File: src/rtl/popcount_pipe.sv
// popcount_pipe: fully pipelined population counter.
//   Counts the ones in a WIDTH-bit word through a registered adder tree
//   (one register level per tree level, LVL = log2(WIDTH) levels), so one
//   word per cycle goes in and the result appears LVL edges later.
//   A side-band shift register carries valid/mode/threshold alongside the
//   tree. A saturating accumulator sums counts of mode=1 results.
// Ports:
//   clk, rst            clock (rising edge), async active-high reset
//   in_valid            qualifies in_data/in_mode/in_thr this cycle
//   in_data [WIDTH]     word to count
//   in_mode             0 = count only, 1 = count and accumulate
//   in_thr  [CNT_W]     threshold compared against this word's count
//   acc_clear           synchronous accumulator clear
//   out_valid           one-cycle result pulse per input word
//   out_count [CNT_W]   number of ones in the word
//   out_ge              out_count >= threshold of the same word
//   acc_value [ACC_W]   saturating running total
//   acc_sat             sticky saturation flag

// One tree node: registered sum of two IW-bit partial sums, IW+1 bits out.
module popcount_node #(
  parameter int IW = 1
) (
  input  logic          clk,
  input  logic          rst,
  input  logic [IW-1:0] a,
  input  logic [IW-1:0] b,
  output logic [IW:0]   sum
);
  always_ff @(posedge clk or posedge rst) begin
    if (rst) sum <= '0;
    else     sum <= {1'b0, a} + {1'b0, b};
  end
endmodule

module popcount_pipe #(
  parameter  int WIDTH = 32,           // power of two, 2..256
  parameter  int ACC_W = 16,           // must be >= CNT_W
  localparam int LVL   = $clog2(WIDTH),
  localparam int CNT_W = LVL + 1
) (
  input  logic             clk,
  input  logic             rst,
  input  logic             in_valid,
  input  logic [WIDTH-1:0] in_data,
  input  logic             in_mode,
  input  logic [CNT_W-1:0] in_thr,
  input  logic             acc_clear,
  output logic             out_valid,
  output logic [CNT_W-1:0] out_count,
  output logic             out_ge,
  output logic [ACC_W-1:0] acc_value,
  output logic             acc_sat
);

  // All tree levels live in one flat vector. Level k holds WIDTH>>k partial
  // sums of k+1 bits each; lvl_off(k) is the bit offset where level k starts.
  // Level 0 is the raw input word.
  function automatic int lvl_off(input int k);
    int o;
    o = 0;
    for (int j = 0; j < k; j++) o += (WIDTH >> j) * (j + 1);
    return o;
  endfunction

  localparam int TREE_W = lvl_off(LVL + 1);
  localparam int FIN    = lvl_off(LVL);

  logic [TREE_W-1:0] tree;

  assign tree[WIDTH-1:0] = in_data;

  // Data registers load every cycle regardless of valid; only the output
  // valid and the accumulator look at the carried valid bit.
  for (genvar k = 1; k <= LVL; k++) begin : g_lvl
    for (genvar i = 0; i < (WIDTH >> k); i++) begin : g_node
      localparam int SRC = lvl_off(k - 1) + 2 * i * k;
      localparam int DST = lvl_off(k) + i * (k + 1);
      popcount_node #(.IW(k)) u_node (
        .clk (clk),
        .rst (rst),
        .a   (tree[SRC +: k]),
        .b   (tree[SRC + k +: k]),
        .sum (tree[DST +: k + 1])
      );
    end
  end

  assign out_count = tree[FIN +: CNT_W];

  // Side-band pipe, stage s aligned with tree level s.
  logic [LVL:1]            vld_pipe;
  logic [LVL:1]            mode_pipe;
  logic [LVL:1][CNT_W-1:0] thr_pipe;

  always_ff @(posedge clk or posedge rst) begin
    if (rst) begin
      vld_pipe  <= '0;
      mode_pipe <= '0;
      // All-ones exceeds any count, so out_ge reads 0 out of reset.
      thr_pipe  <= '1;
    end else begin
      vld_pipe[1]  <= in_valid;
      mode_pipe[1] <= in_mode;
      thr_pipe[1]  <= in_thr;
      for (int s = 2; s <= LVL; s++) begin
        vld_pipe[s]  <= vld_pipe[s-1];
        mode_pipe[s] <= mode_pipe[s-1];
        thr_pipe[s]  <= thr_pipe[s-1];
      end
    end
  end

  assign out_valid = vld_pipe[LVL];
  assign out_ge    = (out_count >= thr_pipe[LVL]);

  // Accumulator: one spare bit detects overflow before clamping. A clear in
  // the same cycle as an update zeroes the base first, then adds.
  logic             acc_upd;
  logic [ACC_W:0]   acc_base;
  logic [ACC_W:0]   acc_sum;

  assign acc_upd  = out_valid & mode_pipe[LVL];
  assign acc_base = acc_clear ? '0 : {1'b0, acc_value};
  assign acc_sum  = acc_base + {{(ACC_W + 1 - CNT_W){1'b0}}, out_count};

  always_ff @(posedge clk or posedge rst) begin
    if (rst) begin
      acc_value <= '0;
      acc_sat   <= 1'b0;
    end else if (acc_upd) begin
      acc_value <= acc_sum[ACC_W] ? '1 : acc_sum[ACC_W-1:0];
      acc_sat   <= (acc_sat & ~acc_clear) | acc_sum[ACC_W];
    end else if (acc_clear) begin
      acc_value <= '0;
      acc_sat   <= 1'b0;
    end
  end

endmodule

File: config.mk
export PLATFORM = sky130hd
export DESIGN_NAME = popcount_pipe
export DESIGN_NICKNAME = d
export VERILOG_FILES = /design/src/rtl/popcount_pipe.sv
export SDC_FILE = /design/constraint.sdc
export NUM_CORES = 1
export LEC_CHECK = 0
export BUFFER_PORTS_ARGS = -buffer_cell sky130_fd_sc_hd__buf_2
export CAP_MARGIN = 10
export CORE_ASPECT_RATIO = 2
export CORE_UTILIZATION = 58
export DETAILED_ROUTE_END_ITERATION = 8
export PLACE_DENSITY = 0.79
export SLEW_MARGIN = 15
export SYNTH_ARGS = -nofsm -noshare
export SYNTH_HDL_FRONTEND = slang
export SYNTH_HIERARCHICAL = 1
export SYNTH_SLANG_ARGS = --single-unit
File: constraint.sdc
create_clock -name clk -period 2.8 [get_ports clk]
set_input_delay 0.42 -clock clk [delete_from_list [all_inputs] [get_ports clk]]
set_output_delay 0.42 -clock clk [all_outputs]
set_load 0.1 [all_outputs]
**Yosys cells after proc, flatten, opt, wreduce, memory -nomap -nowiden**

Cells that the tools add are included.
W data, S select, Z words.

- Register bits: 145
- Output and inout port bits: 25
- RAM bits: 0
- Memories kept: 0
- Memory bits (read-only): 0
- Word-level logic and storage cells: 84
- Latch bits: 0

- Reductions and logical operators: 1
- Magnitude comparators: 1
- Multipliers: 0
- Add/subtract/negate cells: 32
- Mux-type cells: 6
- Eq/ne operators: 0
- Div/mod/pow operators: 0
- Bitwise operators: 4
- Shifts and indexed selects: 0

Operators with widths:

| kind | number |
|---|---|
| $mux W16 | 4 |
| $add A1 B1 Y2 | 16 |
| $add A2 B2 Y3 | 8 |
| $add A16 B6 Y17 | 1 |
| $add A3 B3 Y4 | 4 |
| $add A4 B4 Y5 | 2 |
| $add A5 B5 Y6 | 1 |
| $ge A6 B6 Y1 | 1 |
| $and A1 B1 Y1 | 2 |
| $mux W1 | 2 |
| $reduce_bool A2 Y1 | 1 |
| $not A1 Y1 | 1 |
| $or A1 B1 Y1 | 1 |

**Depth between registers and ports, before layout**

- Depth in word-level cells: 4
- Mapped depth: 9
- Depth with buffers taken out: 7

**Modules after synthesis**

The synthesis kept the hierarchy.

By module, submodules not included:

| module | times used | cells an instance | area an instance (µm²) | sequential area each (µm²) |
|---|---|---|---|---|
| popcount_pipe | 1 | 190 | 2399.8 | 1463.9 |
| popcount_node at g_lvl[1].g_node[0].u_node ... | 16 | 4 | 66.3 | 50.0 |
| popcount_node at g_lvl[2].g_node[0].u_node ... | 8 | 11 | 130.1 | 75.1 |
| popcount_node at g_lvl[3].g_node[0].u_node ... | 4 | 17 | 198.9 | 100.1 |
| popcount_node at g_lvl[4].g_node[0].u_node ... | 2 | 22 | 265.3 | 125.1 |
| popcount_node at g_lvl[5].g_node[0].u_node | 1 | 24 | 312.8 | 150.1 |

**Worst setup path after synthesis**

No wires, ideal clock.

- Kind: flip-flop to output port
- Start point: register g_lvl[5].g_node[0].u_node.sum[0]
- End point: output out_ge
- Cell stages (with the launch flop): 7
- Data required time: 2380 ps
- Setup slack: -1449 ps
- Buffers on the path: 0
- Arrival: 3829 ps
- Cell sequence: dfrtp_1 > inv_1 > ha_1 > nand2b_1 > a21o_1 > a211oi_1 > o31ai_1

- Cells in the longest elaborated chain, start to end: 1

RTL lines:

| what | line | text |
|---|---|---|
| from (decl) | 28 | `output logic [IW:0] sum` |
| from (signal assigned) | 32 | `else sum <= {1'b0, a} + {1'b0, b};` |
| $ge A6 B6 Y1 | 115 | `assign out_ge = (out_count >= thr_pipe[LVL]);` |
| to (decl) | 51 | `output logic out_ge,` |

Every way passes these cells.

**Worst setup path after layout**

- Start point: register thr_pipe[24] (netlist name)
- End point: output out_ge

- Cells in the longest elaborated chain, start to end: 1

RTL lines:

| what | line | text |
|---|---|---|
| from (decl) | 94 | `logic [LVL:1][CNT_W-1:0] thr_pipe;` |
| from (signal, indexed assignment) | 109 | `thr_pipe[s] <= thr_pipe[s-1];` |
| $ge A6 B6 Y1 | 115 |  |

Every way passes these cells.

==> results.md <==
* Post-synthesis adder-cell area fraction at 17.6%
* Synth warn at 6
* Gr ovfl total at 0
* FF-to-FF Start: acc_value[0]$_DFFE_PP0P_
* Port buffer count at 67
* Maximum VDD drop at 0.000765 V
* Synthesized area at 6140 sq um
* Data required, critical path at 2380 ps
* Fin Clk Skew at 10.4 ps
* Clock buffer depth at 2
* Final Hold Violating Endpoints at 0
* DR vias/cell at 5.19
* Synthesis-to-finish area growth at 17.8%
* Reg2Reg Depth at 7
* Drt total wl at 10300 microns
* Max stage delay on crit path at 510 ps
* Ranking of synthesized cells by area: dfrtp_1, dfstp_2, ha_1, inv_1, fa_1
* Mapped Cells at 478
* Register area share after synthesis at 59.7%
* Pre-antenna DRT Iters at 4
* Layout cell share with drive strength beyond 1 at 26.2%
* Hold_buf cts at 0
* Post-Synth XOR/XNOR Area at 2.14%
* CP bufs+invs at 1
* Clock Sinks at 145
* Setup crit end kind: primary output
* Final setup vio count at 0
* Max_slew headroom at 45.8%
* Final Total Pwr at 6.78 mW
* Final hold slack at 105 ps
* Syn Area/Cell at 12.8 sq um
* CP top delay family: compound AO/OA/AOI/OAI gates
* Post-Synth Simple-Gate Area at 6.32%
* Compound-Gate Fraction of Synth Area at 7.44%
* Die Ht at 148 microns
* Die area at 11000 sq um
* Most frequent cells in the layout: dfrtp_1, inv_1, buf_2
* DP Wirelength at 7710 microns
* Root buf cell: clkbuf_16
* Crit path launch type: register
* Asr flop ratio synth at 100%
* GRT Total Usage at 21.6%
* EDFF count, synth at 0
* Top FF cell, synth: dfrtp_1
* Crit path to: out_ge
* Post-cts sizing count at 0
* Max H-tree Level at 4
* Largest family of logic cells by synthesized area: adder cells
* Area share of the largest cell type after synthesis at 46.9%
* Final nets at 684
* Initial Utilization at 60.1%
* Worst-Skew Late Latency at 410 ps
* Power Density at 937 nW/um^2
* Cell type with the largest total area after synthesis: dfrtp_1
* Postcts setup bufs at 0
* Largest net degree at the start of global routing at 41
* DRC at 0
* Crit-path cells: ha_1 > nand2b_1 > a21o_1 > a211oi_1 > o31ai_4 > buf_2
* # fillers at 735
* Final core occ at 70.8%
* Max FO, Critical Path at 1
* Number of max-cap violations at 0
* Site row count at 52
* FF-to-FF End: acc_value[12]$_DFFE_PP0P_
* TritonCTS buffer count at 17
* Vias in the first global route at 4110
* RSZ-0062 raised after global routing: false
* Min-delay worst type: input port to register
* Slew Viols, Final at 0
* Mux cell area share after synthesis at 0%
* Critical Path AT at 2260 ps
* Status: completed
* Clock Pin Slew Worst Setup and Hold Paths at 60 ps
* DR iter-0 viols at 88
* Die Wd at 74.8 microns
* Post-route ant nets at 0
* Leakage at 3.74 nW
* Most common library cell in the layout ignoring fill and taps: dfrtp_1
* R2R setup slack at 500 ps
* Synth Register Bits at 145
* Aggregate negative setup slack at 0 ps
* Syn Nets at 598
* Worst setup path category: register to primary output
* Final Cycle Share at 95.6%
* Initial antenna violation count at 0
* Core area at 10200 sq um
* DR WL/cell at 14.4 microns
* Fmax at 0.374 GHz
* Antenna Cells at 0
* CTS tree: built
* Critical path depth in cells at 6
* Slew @ Worst Pin at 812 ps
* Netlist cell types at 48
* Top-Level Pins at 68
* Crit-path slowest cell: dfstp_2
* GPL Wtd Cong at 0.840
* Vias at 3694
* Fin crit period at 2680 ps
* CP Launch Point: thr_pipe[24]$_DFF_PP1_
* First-pass GRT wire length at 17200 microns
-- registers in the layout, summed over array words and instances (netlist names) --
name                     cells
acc_value                   16
g_lvl.g_node.u_node/sum     88
thr_pipe                    30
mode_pipe                    5
vld_pipe                     5
acc_sat                      1
-- stage by stage --
step | area, sq um | std cells | setup slack, ps
floorplan | 6160 | 478 | 124
global placement | 6670 | 680 | 443
detailed placement | 6670 | 680 | 364
CTS | 7230 | 712 | 78.8
global route | 7230 | 712 | 24.0
finish | 7230 | 712 | 124
-- per-layer routing --
layer	global-route usage, %	wire [microns]	part of all wire [%]	up-vias
li1	-	-	-	1715
met1	18.5	3430	33	1864
met2	42.4	6330	62	93
met3	5.45	242	2.4	22
met4	10.6	258	2.5	0
met5	0	0	0	-
-- power breakdown --
group | switching, mW | internal, mW
Sequential | 0.192 | 2.47
Combinational | 1.33 | 0.689
Clock | 0.925 | 1.18
-- cells in the mapped netlist, types with 2 or more instances --
master and number:
dfrtp_1 115, inv_1 103, ha_1 61, dfstp_2 30, nor2_1 18, a21oi_1 17
fa_1 16, xnor2_1 12, nand2_1 10, nand3_1 10, nor2b_1 9, nand2b_1 7
a21o_1 6, a31oi_1 6, a211oi_1 5, o21ai_0 5, nand4_1 4, o211ai_1 4
and2_1 3, xor2_1 3, a2111oi_0 2, a211o_1 2, a21oi_2 2, a31oi_2 2
clkbuf_1 2, nor3_1 2
-- cell families after synthesis --
| group | Yosys count |
|---|---|
| XOR/XNOR | 15 |
| adder cells (fa/ha/maj) | 77 |
| flip-flops | 145 |
| AO/OA/AOI/OAI | 61 |
| AND/OR/NAND/NOR | 72 |
| buffers and inverters | 108 |
-- how the worst min path moves through the flow --
stage / startpoint / end / depth (start not counted)
2_1_floorplan: rst / g_lvl[1].g_node[0].u_node/sum[0]$_DFF_PP0_ / 1
3_3_place_gp: mode_pipe[4]$_DFF_PP0_ / mode_pipe[5]$_DFF_PP0_ / 0
3_5_place_dp: mode_pipe[1]$_DFF_PP0_ / mode_pipe[2]$_DFF_PP0_ / 0
4_1_cts: in_thr[2] / thr_pipe[2]$_DFF_PP1_ / 1
5_1_grt: in_thr[5] / thr_pipe[5]$_DFF_PP1_ / 1
6_report: in_thr[5] / thr_pipe[5]$_DFF_PP1_ / 1
-- area by class of cell --
class | instances | area [sq um] | share of cell area (%)
clock buffers | 17 | 425 | 5.88
clock inverters | 15 | 140 | 1.94
inverters | 103 | 387 | 5.34
multi-input cells | 225 | 2070 | 28.7
flip-flops and latches | 145 | 3670 | 50.7
well taps | 135 | 169 | 2.33
repair buffers | 72 | 373 | 5.15
Note: power is estimated with default switching activity, not from simulation.
